<file path="config.mk">
export PLATFORM = sky130hd
export DESIGN_NAME = photonic_dot_accumulator_flat
export DESIGN_NICKNAME = d
export VERILOG_FILES = /design/src/rtl/photonic_dot_accumulator_pkg.sv /design/src/rtl/photonic_dot_accumulator_if.sv /design/src/rtl/photonic_dot_accumulator_beat_adder_tree.sv /design/src/rtl/photonic_dot_accumulator.sv /design/src/flat_wrapper.sv
export SDC_FILE = /design/constraint.sdc
export NUM_CORES = 1
export LEC_CHECK = 0
export ABC_AREA = 1
export BUFFER_PORTS_ARGS = -buffer_cell sky130_fd_sc_hd__buf_4
export CORE_AREA = 2 2 152 154
export DETAILED_ROUTE_END_ITERATION = 12
export DIE_AREA = 0 0 154 156
export PLACE_DENSITY = 0.77
export SYNTH_ARGS = -nofsm -noshare
export SYNTH_HDL_FRONTEND = slang
export SYNTH_SLANG_ARGS = --single-unit
</file>
<file path="constraint.sdc">
create_clock -name clk -period 3.1 [get_ports clk]
set_clock_uncertainty 0.05 [all_clocks]
set_input_delay 0.31 -clock clk [delete_from_list [all_inputs] [get_ports clk]]
set_output_delay 0.31 -clock clk [all_outputs]
set_load 0.02 [all_outputs]
</file>
<file path="src/rtl/photonic_dot_accumulator_pkg.sv">
// Shared constants, state encoding and helpers for the photonic dot-product accumulator.
// The optional PHOTONIC_ACC_SATURATE_EN macro is consumed by the top module, not here.
package photonic_pkg;

  localparam int SAMPLES_PER_BEAT = 16;
  localparam int SAMPLE_WIDTH     = 16;
  localparam int VALUE_LSB        = 7;
  localparam int VALUE_WIDTH      = 8;
  localparam int TREE_LATENCY     = 2;

  localparam int BEAT_WIDTH   = SAMPLES_PER_BEAT * SAMPLE_WIDTH;
  localparam int TREE_GROUPS  = 4;
  localparam int STAGE1_WIDTH = 10;
  localparam int SUM_WIDTH    = 12;
  localparam int DRAIN_CYCLES = 3;

  typedef enum logic [1:0] {
    IDLE  = 2'd0,
    ACCUM = 2'd1,
    DRAIN = 2'd2,
    HOLD  = 2'd3
  } state_t;

  function automatic logic [STAGE1_WIDTH-1:0] ext_value(input logic [VALUE_WIDTH-1:0] v);
    return {{(STAGE1_WIDTH - VALUE_WIDTH){1'b0}}, v};
  endfunction

endpackage

</file>
<file path="src/rtl/photonic_dot_accumulator_if.sv">
// Stream, control and status bundle between the multiplier/driver side (master)
// and the dot-product accumulator (slave).
interface photonic_dot_accumulator_if #(
  parameter int ACC_WIDTH = 32,
  parameter int LEN_WIDTH = 16
) ();
  import photonic_pkg::*;

  logic [BEAT_WIDTH-1:0] s_axis_tdata;
  logic                  s_axis_tvalid;
  logic                  start;
  logic [LEN_WIDTH-1:0]  len;
  logic [ACC_WIDTH-1:0]  m_axis_tdata;
  logic                  m_axis_tvalid;
  logic                  m_axis_tready;
  logic                  busy;
  logic                  drop;
  logic                  ovf;

  modport master (
    output s_axis_tdata, s_axis_tvalid, start, len, m_axis_tready,
    input  m_axis_tdata, m_axis_tvalid, busy, drop, ovf
  );

  modport slave (
    input  s_axis_tdata, s_axis_tvalid, start, len, m_axis_tready,
    output m_axis_tdata, m_axis_tvalid, busy, drop, ovf
  );

endinterface

</file>
<file path="src/rtl/photonic_dot_accumulator_beat_adder_tree.sv">
// Two-stage reduction of one 16-sample beat: 16 -> 4 partial sums, then 4 -> 1.
// Only the 8-bit value field of each sample takes part; all other bits are ignored.
module beat_adder_tree
  import photonic_pkg::*;
(
  input  logic                  clk,
  input  logic                  rst_n,
  input  logic [BEAT_WIDTH-1:0] beat_i,
  input  logic                  valid_i,
  output logic [SUM_WIDTH-1:0]  sum_o,
  output logic                  valid_o
);

  logic [VALUE_WIDTH-1:0]  value_w     [SAMPLES_PER_BEAT];
  logic [STAGE1_WIDTH-1:0] group_sum_d [TREE_GROUPS];
  logic [STAGE1_WIDTH-1:0] group_sum_q [TREE_GROUPS];
  logic                    stage1_vld_q;
  logic [SUM_WIDTH-1:0]    sum_d;
  logic [SUM_WIDTH-1:0]    sum_q;
  logic                    sum_vld_q;

  for (genvar gi = 0; gi < SAMPLES_PER_BEAT; gi++) begin : g_extract
    assign value_w[gi] = beat_i[gi*SAMPLE_WIDTH + VALUE_LSB +: VALUE_WIDTH];
  end

  // Four samples of at most 255 fit in 10 bits (max 1020).
  for (genvar gi = 0; gi < TREE_GROUPS; gi++) begin : g_group
    assign group_sum_d[gi] = ext_value(value_w[gi*4])     + ext_value(value_w[gi*4 + 1])
                           + ext_value(value_w[gi*4 + 2]) + ext_value(value_w[gi*4 + 3]);
  end

  assign sum_d = {2'b00, group_sum_q[0]} + {2'b00, group_sum_q[1]}
               + {2'b00, group_sum_q[2]} + {2'b00, group_sum_q[3]};

  always_ff @(posedge clk or negedge rst_n) begin
    if (!rst_n) begin
      for (int i = 0; i < TREE_GROUPS; i++) group_sum_q[i] <= '0;
      stage1_vld_q <= 1'b0;
      sum_q        <= '0;
      sum_vld_q    <= 1'b0;
    end else begin
      for (int i = 0; i < TREE_GROUPS; i++) group_sum_q[i] <= group_sum_d[i];
      stage1_vld_q <= valid_i;
      sum_q        <= sum_d;
      sum_vld_q    <= stage1_vld_q;
    end
  end

  assign sum_o   = sum_q;
  assign valid_o = sum_vld_q;

endmodule

</file>
<file path="src/rtl/photonic_dot_accumulator.sv">
// Accumulates a programmed number of reduced beats into one dot-product result.
// Define PHOTONIC_ACC_SATURATE_EN to saturate the accumulator instead of wrapping.
module photonic_dot_accumulator
  import photonic_pkg::*;
#(
  parameter int ACC_WIDTH = 32,
  parameter int LEN_WIDTH = 16
) (
  input  logic                       clk,
  input  logic                       rst_n,
  photonic_dot_accumulator_if.slave  bus
);

  localparam logic [1:0] DRAIN_LAST = 2'(DRAIN_CYCLES);

  state_t                 state_q;
  logic [LEN_WIDTH-1:0]   len_q;
  logic [LEN_WIDTH-1:0]   beat_cnt_q;
  logic [LEN_WIDTH-1:0]   beat_cnt_d;
  logic [1:0]             drain_cnt_q;
  logic                   busy_q;
  logic                   tvalid_q;
  logic                   drop_q;
  logic [ACC_WIDTH-1:0]   data_q;
  logic [ACC_WIDTH-1:0]   acc_q;
  logic [ACC_WIDTH-1:0]   acc_d;
  logic [ACC_WIDTH:0]     acc_sum;
  logic                   ovf_q;

  logic                   handshake;
  logic                   start_ok;
  logic                   start_rej;
  logic                   beat_take;
  logic                   beat_last;
  logic [LEN_WIDTH-1:0]   len_lim;

  logic [SUM_WIDTH-1:0]   tree_sum;
  logic                   tree_vld;

  always_comb begin
    handshake  = (state_q == HOLD) && bus.m_axis_tready;
    start_ok   = bus.start && (bus.len != '0) && ((state_q == IDLE) || handshake);
    start_rej  = bus.start && (state_q != IDLE) && !handshake;
    beat_take  = bus.s_axis_tvalid && (start_ok || (state_q == ACCUM));
    len_lim    = start_ok ? bus.len : len_q;
    beat_cnt_d = (start_ok ? '0 : beat_cnt_q) + LEN_WIDTH'(beat_take);
    beat_last  = beat_take && (beat_cnt_d == len_lim);
  end

  beat_adder_tree u_tree (
    .clk     (clk),
    .rst_n   (rst_n),
    .beat_i  (bus.s_axis_tdata),
    .valid_i (beat_take),
    .sum_o   (tree_sum),
    .valid_o (tree_vld)
  );

  // DRAIN is entered on the last-beat edge; the extra count keeps the result
  // edge four cycles after that beat, well past the accumulator's final update.
  always_ff @(posedge clk or negedge rst_n) begin
    if (!rst_n) begin
      state_q     <= IDLE;
      len_q       <= '0;
      beat_cnt_q  <= '0;
      drain_cnt_q <= '0;
      busy_q      <= 1'b0;
      tvalid_q    <= 1'b0;
      drop_q      <= 1'b0;
      data_q      <= '0;
    end else begin
      drop_q <= start_rej;
      if (start_ok) begin
        state_q     <= beat_last ? DRAIN : ACCUM;
        len_q       <= bus.len;
        beat_cnt_q  <= beat_cnt_d;
        drain_cnt_q <= '0;
        busy_q      <= 1'b1;
        tvalid_q    <= 1'b0;
      end else begin
        case (state_q)
          ACCUM: begin
            if (beat_take) begin
              beat_cnt_q <= beat_cnt_d;
              if (beat_last) begin
                state_q     <= DRAIN;
                drain_cnt_q <= '0;
              end
            end
          end
          DRAIN: begin
            if (drain_cnt_q == DRAIN_LAST) begin
              state_q  <= HOLD;
              tvalid_q <= 1'b1;
              data_q   <= acc_q;
            end else begin
              drain_cnt_q <= drain_cnt_q + 2'd1;
            end
          end
          HOLD: begin
            if (handshake) begin
              state_q  <= IDLE;
              busy_q   <= 1'b0;
              tvalid_q <= 1'b0;
            end
          end
          default: ;
        endcase
      end
    end
  end

  always_comb begin
    acc_sum = {1'b0, acc_q} + {{(ACC_WIDTH + 1 - SUM_WIDTH){1'b0}}, tree_sum};
`ifdef PHOTONIC_ACC_SATURATE_EN
    acc_d = acc_sum[ACC_WIDTH] ? '1 : acc_sum[ACC_WIDTH-1:0];
`else
    acc_d = acc_sum[ACC_WIDTH-1:0];
`endif
  end

  always_ff @(posedge clk or negedge rst_n) begin
    if (!rst_n) begin
      acc_q <= '0;
      ovf_q <= 1'b0;
    end else if (start_ok) begin
      acc_q <= '0;
      ovf_q <= 1'b0;
    end else if (tree_vld) begin
      acc_q <= acc_d;
      if (acc_sum[ACC_WIDTH]) ovf_q <= 1'b1;
    end
  end

  assign bus.m_axis_tdata  = data_q;
  assign bus.m_axis_tvalid = tvalid_q;
  assign bus.busy          = busy_q;
  assign bus.drop          = drop_q;
  assign bus.ovf           = ovf_q;

endmodule
</file>
<file path="src/flat_wrapper.sv">
// flat-port wrapper written by rule: the top's interface ports become plain ports
module photonic_dot_accumulator_flat import photonic_pkg::*;
#(
  parameter int ACC_WIDTH = 32,
  parameter int LEN_WIDTH = 16
)
  (clk, rst_n, bus_s_axis_tdata, bus_s_axis_tvalid, bus_start, bus_len, bus_m_axis_tready, bus_m_axis_tdata, bus_m_axis_tvalid, bus_busy, bus_drop, bus_ovf);
  photonic_dot_accumulator_if #(.ACC_WIDTH(ACC_WIDTH), .LEN_WIDTH(LEN_WIDTH)) bus_i ();
  input  logic clk;
  input  logic rst_n;
  input wire logic [$bits(bus_i.s_axis_tdata)-1:0] bus_s_axis_tdata;
  input wire logic [$bits(bus_i.s_axis_tvalid)-1:0] bus_s_axis_tvalid;
  input wire logic [$bits(bus_i.start)-1:0] bus_start;
  input wire logic [$bits(bus_i.len)-1:0] bus_len;
  input wire logic [$bits(bus_i.m_axis_tready)-1:0] bus_m_axis_tready;
  output wire logic [$bits(bus_i.m_axis_tdata)-1:0] bus_m_axis_tdata;
  output wire logic [$bits(bus_i.m_axis_tvalid)-1:0] bus_m_axis_tvalid;
  output wire logic [$bits(bus_i.busy)-1:0] bus_busy;
  output wire logic [$bits(bus_i.drop)-1:0] bus_drop;
  output wire logic [$bits(bus_i.ovf)-1:0] bus_ovf;
  assign bus_i.s_axis_tdata = bus_s_axis_tdata;
  assign bus_i.s_axis_tvalid = bus_s_axis_tvalid;
  assign bus_i.start = bus_start;
  assign bus_i.len = bus_len;
  assign bus_i.m_axis_tready = bus_m_axis_tready;
  assign bus_m_axis_tdata = bus_i.m_axis_tdata;
  assign bus_m_axis_tvalid = bus_i.m_axis_tvalid;
  assign bus_busy = bus_i.busy;
  assign bus_drop = bus_i.drop;
  assign bus_ovf = bus_i.ovf;
  photonic_dot_accumulator #(.ACC_WIDTH(ACC_WIDTH), .LEN_WIDTH(LEN_WIDTH)) u_core (.clk(clk), .rst_n(rst_n), .bus(bus_i));
endmodule
</file>
Word level (Yosys, flattened, before mapping)
Index checks and enable logic that the tools add are counted.
{"block": "op_classes", "muxes": 28, "n_addsub": 18, "n_bitwise": 1, "reduce_logical": 29, "n_eq_ne": 10}
{"operator": "$mux 16", "n": 5}
{"operator": "$mux 32", "n": 2}
{"operator": "$add 10x8->10", "n": 5}
{"operator": "$add 8x8->9", "n": 4}
{"operator": "$add 32x12->33", "n": 1}
{"operator": "$add 9x8->10", "n": 3}
{"operator": "$mux 2", "n": 10}
{"operator": "$add 16x1->16", "n": 1}
{"operator": "$eq 16x16->1", "n": 1}
{"operator": "$reduce_bool 16->1", "n": 1}
{"operator": "$reduce_bool 2->1", "n": 7}
{"operator": "$add 11x10->12", "n": 1}
{"operator": "$add 12x10->12", "n": 1}
{"operator": "$add 10x10->11", "n": 1}
{"operator": "$ne 3x1->1 const B", "n": 3}
{"operator": "$mux 1", "n": 8}
{"operator": "$logic_and 1x1->1", "n": 7}
{"operator": "$eq 2x2->1 const B", "n": 3}
{"operator": "$ne 3x2->1 const B", "n": 2}
{"operator": "$pmux 2 s3", "n": 1}
{"operator": "$reduce_and 2->1", "n": 3}
{"operator": "$reduce_and 3->1", "n": 2}
{"operator": "$reduce_bool 3->1", "n": 2}
{"operator": "$reduce_and 5->1", "n": 1}
{"operator": "10 further kinds", "n": 11}
{"block": "totals", "regBits": 158}

Longest topological paths before layout
{"block": "depth", "word_depth": 13, "ltp_mapped": 27, "mapped_depth_nobuf": 24}

Cells and area by module
A second synthesis with hierarchy kept.
{"block": "hier_totals", "cells_unflattened": 1337, "area_unflattened_um2": 11222.0}
{"module": "photonic_dot_accumulator", "instances": 1, "area_each_um2": 6075.8, "cells_each": 805}
{"module": "beat_adder_tree", "instances": 1, "area_each_um2": 5146.2, "cells_each": 532}

Worst setup path after synthesis
No wires, ideal clock.
{"block": "synth_path", "kind": "reg-to-reg", "startpoint": "register u_core.state_q[0]", "endpoint": "register u_core.drain_cnt_q[0]", "t_arrival_ps": 3172, "slack_ps": -238, "n_path_buf": 3, "synth_period_minus_slack_ps": 3338, "t_required_ps": 2933, "path_stages_with_launch": 26, "path_cell_list": "dfrtp_1 -> inv_1 -> ha_1 -> inv_1 -> a21oi_4 -> nand2_8 -> buf_2 -> buf_2 -> clkbuf_1 -> o21ai_0 -> ha_1 -> nand3_4 -> nor2_4 -> nand2_2 -> nand2_1 -> nand2_1 -> nand2_1 -> nand2_1 -> nor2_1 -> nand3_1 -> nor2_2 -> nand2_2 -> nand2_2 -> nand2_1 -> nand2_1 -> nand2_1"}
{"block": "synth_via", "elab_chain_len": 11}
{"element": "start, declared", "line_no": "photonic_dot_accumulator.sv:16", "text": "state_t state_q;"}
{"element": "start signal, assigned", "line_no": "photonic_dot_accumulator.sv:74", "text": "state_q <= beat_last ? DRAIN : ACCUM;"}
{"element": "$eq 2x2->1", "line_no": "photonic_dot_accumulator.sv:41", "text": "handshake = (state_q == HOLD) && bus.m_axis_tready;"}
{"element": "$logic_and 1x1->1", "line_no": "photonic_dot_accumulator.sv:41"}
{"element": "$logic_or 1x1->1", "line_no": "photonic_dot_accumulator.sv:42", "text": "start_ok = bus.start && (bus.len != '0) && ((state_q == IDLE) || handshake);"}
{"element": "$logic_and 1x1->1", "line_no": "photonic_dot_accumulator.sv:42"}
{"element": "$logic_or 1x1->1", "line_no": "photonic_dot_accumulator.sv:44", "text": "beat_take = bus.s_axis_tvalid && (start_ok || (state_q == ACCUM));"}
{"element": "$logic_and 1x1->1", "line_no": "photonic_dot_accumulator.sv:44"}
{"element": "$add 16x1->16", "line_no": "photonic_dot_accumulator.sv:46", "text": "beat_cnt_d = (start_ok ? '0 : beat_cnt_q) + LEN_WIDTH'(beat_take);"}
{"element": "$eq 16x16->1", "line_no": "photonic_dot_accumulator.sv:47", "text": "beat_last = beat_take && (beat_cnt_d == len_lim);"}
{"element": "$logic_and 1x1->1", "line_no": "photonic_dot_accumulator.sv:47"}
{"element": "$ne 3x1->1 (no line)"}
{"element": "$reduce_and 4->1 (no line)"}
{"element": "end signal, assigned", "line_no": "photonic_dot_accumulator.sv:97", "text": "drain_cnt_q <= drain_cnt_q + 2'd1;"}
{"element": "end, declared", "line_no": "photonic_dot_accumulator.sv:20", "text": "logic [1:0] drain_cnt_q;"}
Several ways; a longest one is shown, not always the timed one.
A chain may end at the register's enable or synchronous reset.

Worst setup path after layout
{"block": "layout_path", "startpoint": "register u_core.state_q[1]", "endpoint": "register u_core.state_q[1]"}
{"block": "layout_via", "elab_chain_len": 11}
{"element": "$eq 2x2->1", "line_no": "photonic_dot_accumulator.sv:41, photonic_dot_accumulator.sv:81"}
{"element": "$logic_and 1x1->1", "line_no": "photonic_dot_accumulator.sv:41"}
{"element": "$logic_or 1x1->1", "line_no": "photonic_dot_accumulator.sv:42"}
{"element": "$logic_and 1x1->1", "line_no": "photonic_dot_accumulator.sv:42"}
{"element": "$logic_or 1x1->1", "line_no": "photonic_dot_accumulator.sv:44"}
{"element": "$logic_and 1x1->1", "line_no": "photonic_dot_accumulator.sv:44"}
{"element": "$add 16x1->16", "line_no": "photonic_dot_accumulator.sv:46"}
{"element": "$eq 16x16->1", "line_no": "photonic_dot_accumulator.sv:47"}
{"element": "$logic_and 1x1->1", "line_no": "photonic_dot_accumulator.sv:47"}
{"element": "$ne 3x1->1 (no line) or $mux 2 (tied branches)"}
{"element": "$reduce_and 5->1 (no line) or $mux 2 (tied branches)"}
Several ways; a longest one is shown, not always the timed one.

==> flow_metrics.env <==
export IMPL_worstMarginPinSlew_ns=0.5470
export IMPL_grt_pass1_wl_mm=38.16
export IMPL_clk_insertion_delay_late_ns=0.43
export IMPL_cts_max_level=4
export IMPL_synth_main_ff_cell="dfrtp_1"
export IMPL_reg2reg_from="u_core.state_q[1]$_DFFE_PN0P_"
export IMPL_placed_cells=1639
export IMPL_wl_mm=23.60
export IMPL_gp_congestion=0.8917
export IMPL_status="finished clean"
export IMPL_cap_violations=0
export IMPL_power_switching_mw=5.519
export IMPL_synthCells=1159
export IMPL_portBuffers=184
export IMPL_crit_path_cell_trace="inv_2, ha_4, inv_2, a21oi_4, nand2_8, o21ai_4, ha_4, nand3_4, nor2_4, buf_6, nand4_1, buf_4, nand3_1, nand2_1, nand2_1, nor2_4, buf_4, nand3_1, nand2_1, nand2_1, nand2_1"
export IMPL_min_period_ns=3.001
export IMPL_hold_slack_ns=0.06915
export IMPL_initial_core_util_pct=47.12
export IMPL_detail_route_antenna_nets=0
export IMPL_path_clk_slew_ns=0.06
export IMPL_cts_root_buf="clkbuf_16"
export IMPL_fp_dieArea_um2=24020
export IMPL_crit_start="u_core.state_q[1]$_DFFE_PN0P_"
export IMPL_topRoutingLayerUsed="met4"
export IMPL_rows=55
export IMPL_synth_nets=1588
export IMPL_cts_tree="built"
export IMPL_fin_cells=1685
export IMPL_p_leak_nw=6.597
export IMPL_worstPathArrival_ns=3.27
export IMPL_pwr_share_clk_pct=15.1
export IMPL_crit_required_ns=3.37
export IMPL_grt_pass1_vias=8484
export IMPL_synth_edf_count=0
export IMPL_diodes=0
export IMPL_nets=1816
export IMPL_synth_top_area_share_pct=37.52
export IMPL_cp_max_fo=5
export IMPL_hold_class="in2reg"
export IMPL_worst_path_max_delay_cell="dfrtp_1"
export IMPL_nFillCells=1896
export IMPL_switching_share_pct=42.76
export IMPL_max_freq_mhz=333.2
export IMPL_yosysMostFrequentCell="nand2_1"
export IMPL_ys_seq_area_share_pct=37.52
export IMPL_seqPwrFrac_pct=25.0
export IMPL_ios=313
export IMPL_synth_ff_latch_count=158
export IMPL_wl_met3_mm=1.208
export IMPL_max_slew_margin_pct=63.53
export IMPL_critPathKind="reg2reg"
export IMPL_setup_viol=0
export IMPL_ys_warn_count=0
export IMPL_syn_area_per_cell_um2=9.093
export IMPL_dpl_hpwl_mm=18.51
export IMPL_clock_sinks=158
export IMPL_clock_path_buffers=2
export IMPL_cp_end_kind="flip-flop"
export IMPL_wl_met1_mm=9.960
export IMPL_synthesis_area_um2=10540
export IMPL_routed_via_density=5.017
export IMPL_power_density_nw_per_um2=973.0
export IMPL_finalHoldViolations=0
export IMPL_worst_path_most_repeated_cell="nand2_1"
export IMPL_startpoint_type="flip-flop"
export IMPL_drt_iter0_drc=380
export IMPL_die_w_um=154
export IMPL_route_detailed_drc=0
export IMPL_dr_wl_met2_mm=11.91
export IMPL_pwr_share_comb_pct=59.9
export IMPL_synthTopCellsByArea="dfrtp_1 38%, fa_1 15%, ha_1 8.7%"
export IMPL_rr_endpoint="u_core.state_q[1]$_DFFE_PN0P_"
export IMPL_yosys_top_cells_count="223 x nand2_1, 178 x inv_1, 158 x dfrtp_1"
export IMPL_layout_drive_gt1_share_pct=23.21
export IMPL_grt_max_degree=75
export IMPL_antenna_found_initial=0
export IMPL_drt_pass1_iter_count=5
export IMPL_ir_drop_mv=0.8301
export IMPL_ff2ff_path_depth=21
export IMPL_synth_async_sr_flop_share_pct=100.0
export IMPL_slew_viol_final=0
export IMPL_cp_slowest_stage_delay_ns=0.44
export IMPL_cts_buffers_inserted=17
export IMPL_reg2reg_slack_ns=0.1
export IMPL_cp_endpoint="u_core.state_q[1]$_DFFE_PN0P_"
export IMPL_min_period_over_period_pct=96.81
export IMPL_vias=8454
export IMPL_yosys_area_top_type="dfrtp_1"
export IMPL_fin_ws_ns=0.09903
export IMPL_dp_slack_ns=-0.1287
export IMPL_syn2layout_area_growth_pct=25.88
export IMPL_overflow=0
export IMPL_wl_per_cell_um=14.01
export IMPL_die_h_um=156
export IMPL_core_um2=22370
export IMPL_synth_cell_types=51
export IMPL_grtUsageTotal_pct=19.73
export IMPL_p_int_mw=7.389
worst min-delay path by stage:
stage	startpoint	end	slack, ns	cells past startpoint
after floorplan	rst_n	u_core.acc_q[0]$_DFFE_PN0P_	-0.04	0
after global placement	rst_n	u_core.bus.m_axis_tdata[12]$_DFFE_PN0P_	0.21	1
after detailed placement	rst_n	u_core.bus.m_axis_tdata[12]$_DFFE_PN0P_	0.21	1
after CTS	bus_s_axis_tdata[119]	u_core.u_tree.group_sum_q[20]$_DFF_PN0_	0.06	2
after global routing	bus_s_axis_tdata[119]	u_core.u_tree.group_sum_q[20]$_DFF_PN0_	0.07	2
final	bus_s_axis_tdata[119]	u_core.u_tree.group_sum_q[20]$_DFF_PN0_	0.07	2
layer usage:
metal	GRT usage, %	up-vias
li1	-	4176
met1	24.43	3984
met2	34.59	249
met3	3.528	45
met4	7.432	0
met5	0	-
state kept, by name, indices dropped and copies added, names as in the netlist:
name and count:
u_core.u_tree.sum_o 12, u_core.bus.ovf 1, u_core.bus.m_axis_tdata 32, u_core.u_tree.valid_o 1, u_core.drain_cnt_q 2, u_core.u_tree.group_sum_q 40
u_core.acc_q 32, u_core.bus.m_axis_tvalid 1, u_core.state_q 2, u_core.beat_cnt_q 16, u_core.bus.drop 1, u_core.bus.busy 1
u_core.u_tree.stage1_vld_q 1, u_core.len_q 16
through the flow:
| step | utilization [%] | total power [mW] | TNS (ns) | cell area (um2) |
|---|---|---|---|---|
| 2_1_floorplan | - | 8.240 | -0.05777 | 10580 |
| 3_3_place_gp | 55.61 | 9.811 | -0.2377 | 12440 |
| 3_5_place_dp | 55.61 | 10.13 | -0.4190 | 12440 |
| 4_1_cts | 58.32 | 12.24 | 0 | 13040 |
| 5_1_grt | 59.32 | 14.05 | -0.2892 | 13270 |
| 6_report | 59.32 | 12.91 | 0 | 13270 |
critical path: cells and delay by family, from the launching register on:
kind	cells	cell delay, ns
DFF	1	0.44
adders and majority gates	2	0.32
AOI/OAI and AO/OA	2	0.38
and+or+nand+nor	12	1.09
buffers and inverters	5	0.60
layout by cell type, fill, tap and decap left out, drive strengths merged, types with 4 or more instances in the layout:
master	Yosys	final
a21o	5	5
a21oi	64	64
buf	7	226
clkbuf	11	18
clkinv	0	4
clkinvlp	0	5
dfrtp	158	158
fa	79	79
ha	73	73
inv	179	184
nand2	230	230
nand3	64	64
nand4	9	9
nor2	92	92
nor3	15	15
o21ai	85	85
o21bai	4	4
o22ai	10	10
or2	6	6
xnor2	16	16
xor2	31	31
power groups by stage:
stage	Sequential, mW	Clock, mW	Combinational (mW)
final	3.23	1.95	7.73
after detailed placement	3.26	0	6.86
after floorplan	3.20	0	5.04
after CTS	3.23	1.98	7.03
after global routing	3.30	2.07	8.68
after global placement	3.24	0	6.57
cell type report:
cell class                 count  area, um2  area share [%]
sequential                   158       3954           29.80
clock buffer                  18      439.2           3.310
tap                          285      356.6           2.688
timing repair buffer         227       1747           13.17
clock inverter                14      111.4          0.8394
inverter                     179      671.9           5.065
multi-input combinational    804       5987           45.13
logic make-up (layout without fill, tap and decap cells):
group           after synthesis  in the layout  synth area share (%)
compound gates              181            181                 9.439
xor+xnor                     48             48                 4.120
fa+ha+maj                   152            152                 23.67
buf+inv                     197            438                 7.313
flops                       158            158                 37.52
mux                           1              1                0.1068
simple gates                422            422                 17.83
repair_timing:
item,4_1_cts,5_1_grt
endpoints found under the setup margin,4,14
setup buffers,3,10
pin swaps,4,30
hold buffers,1,0
resized for setup,4,40
hold endpoints to repair,45,0
Note: power is estimated with default switching activity, not from simulation.
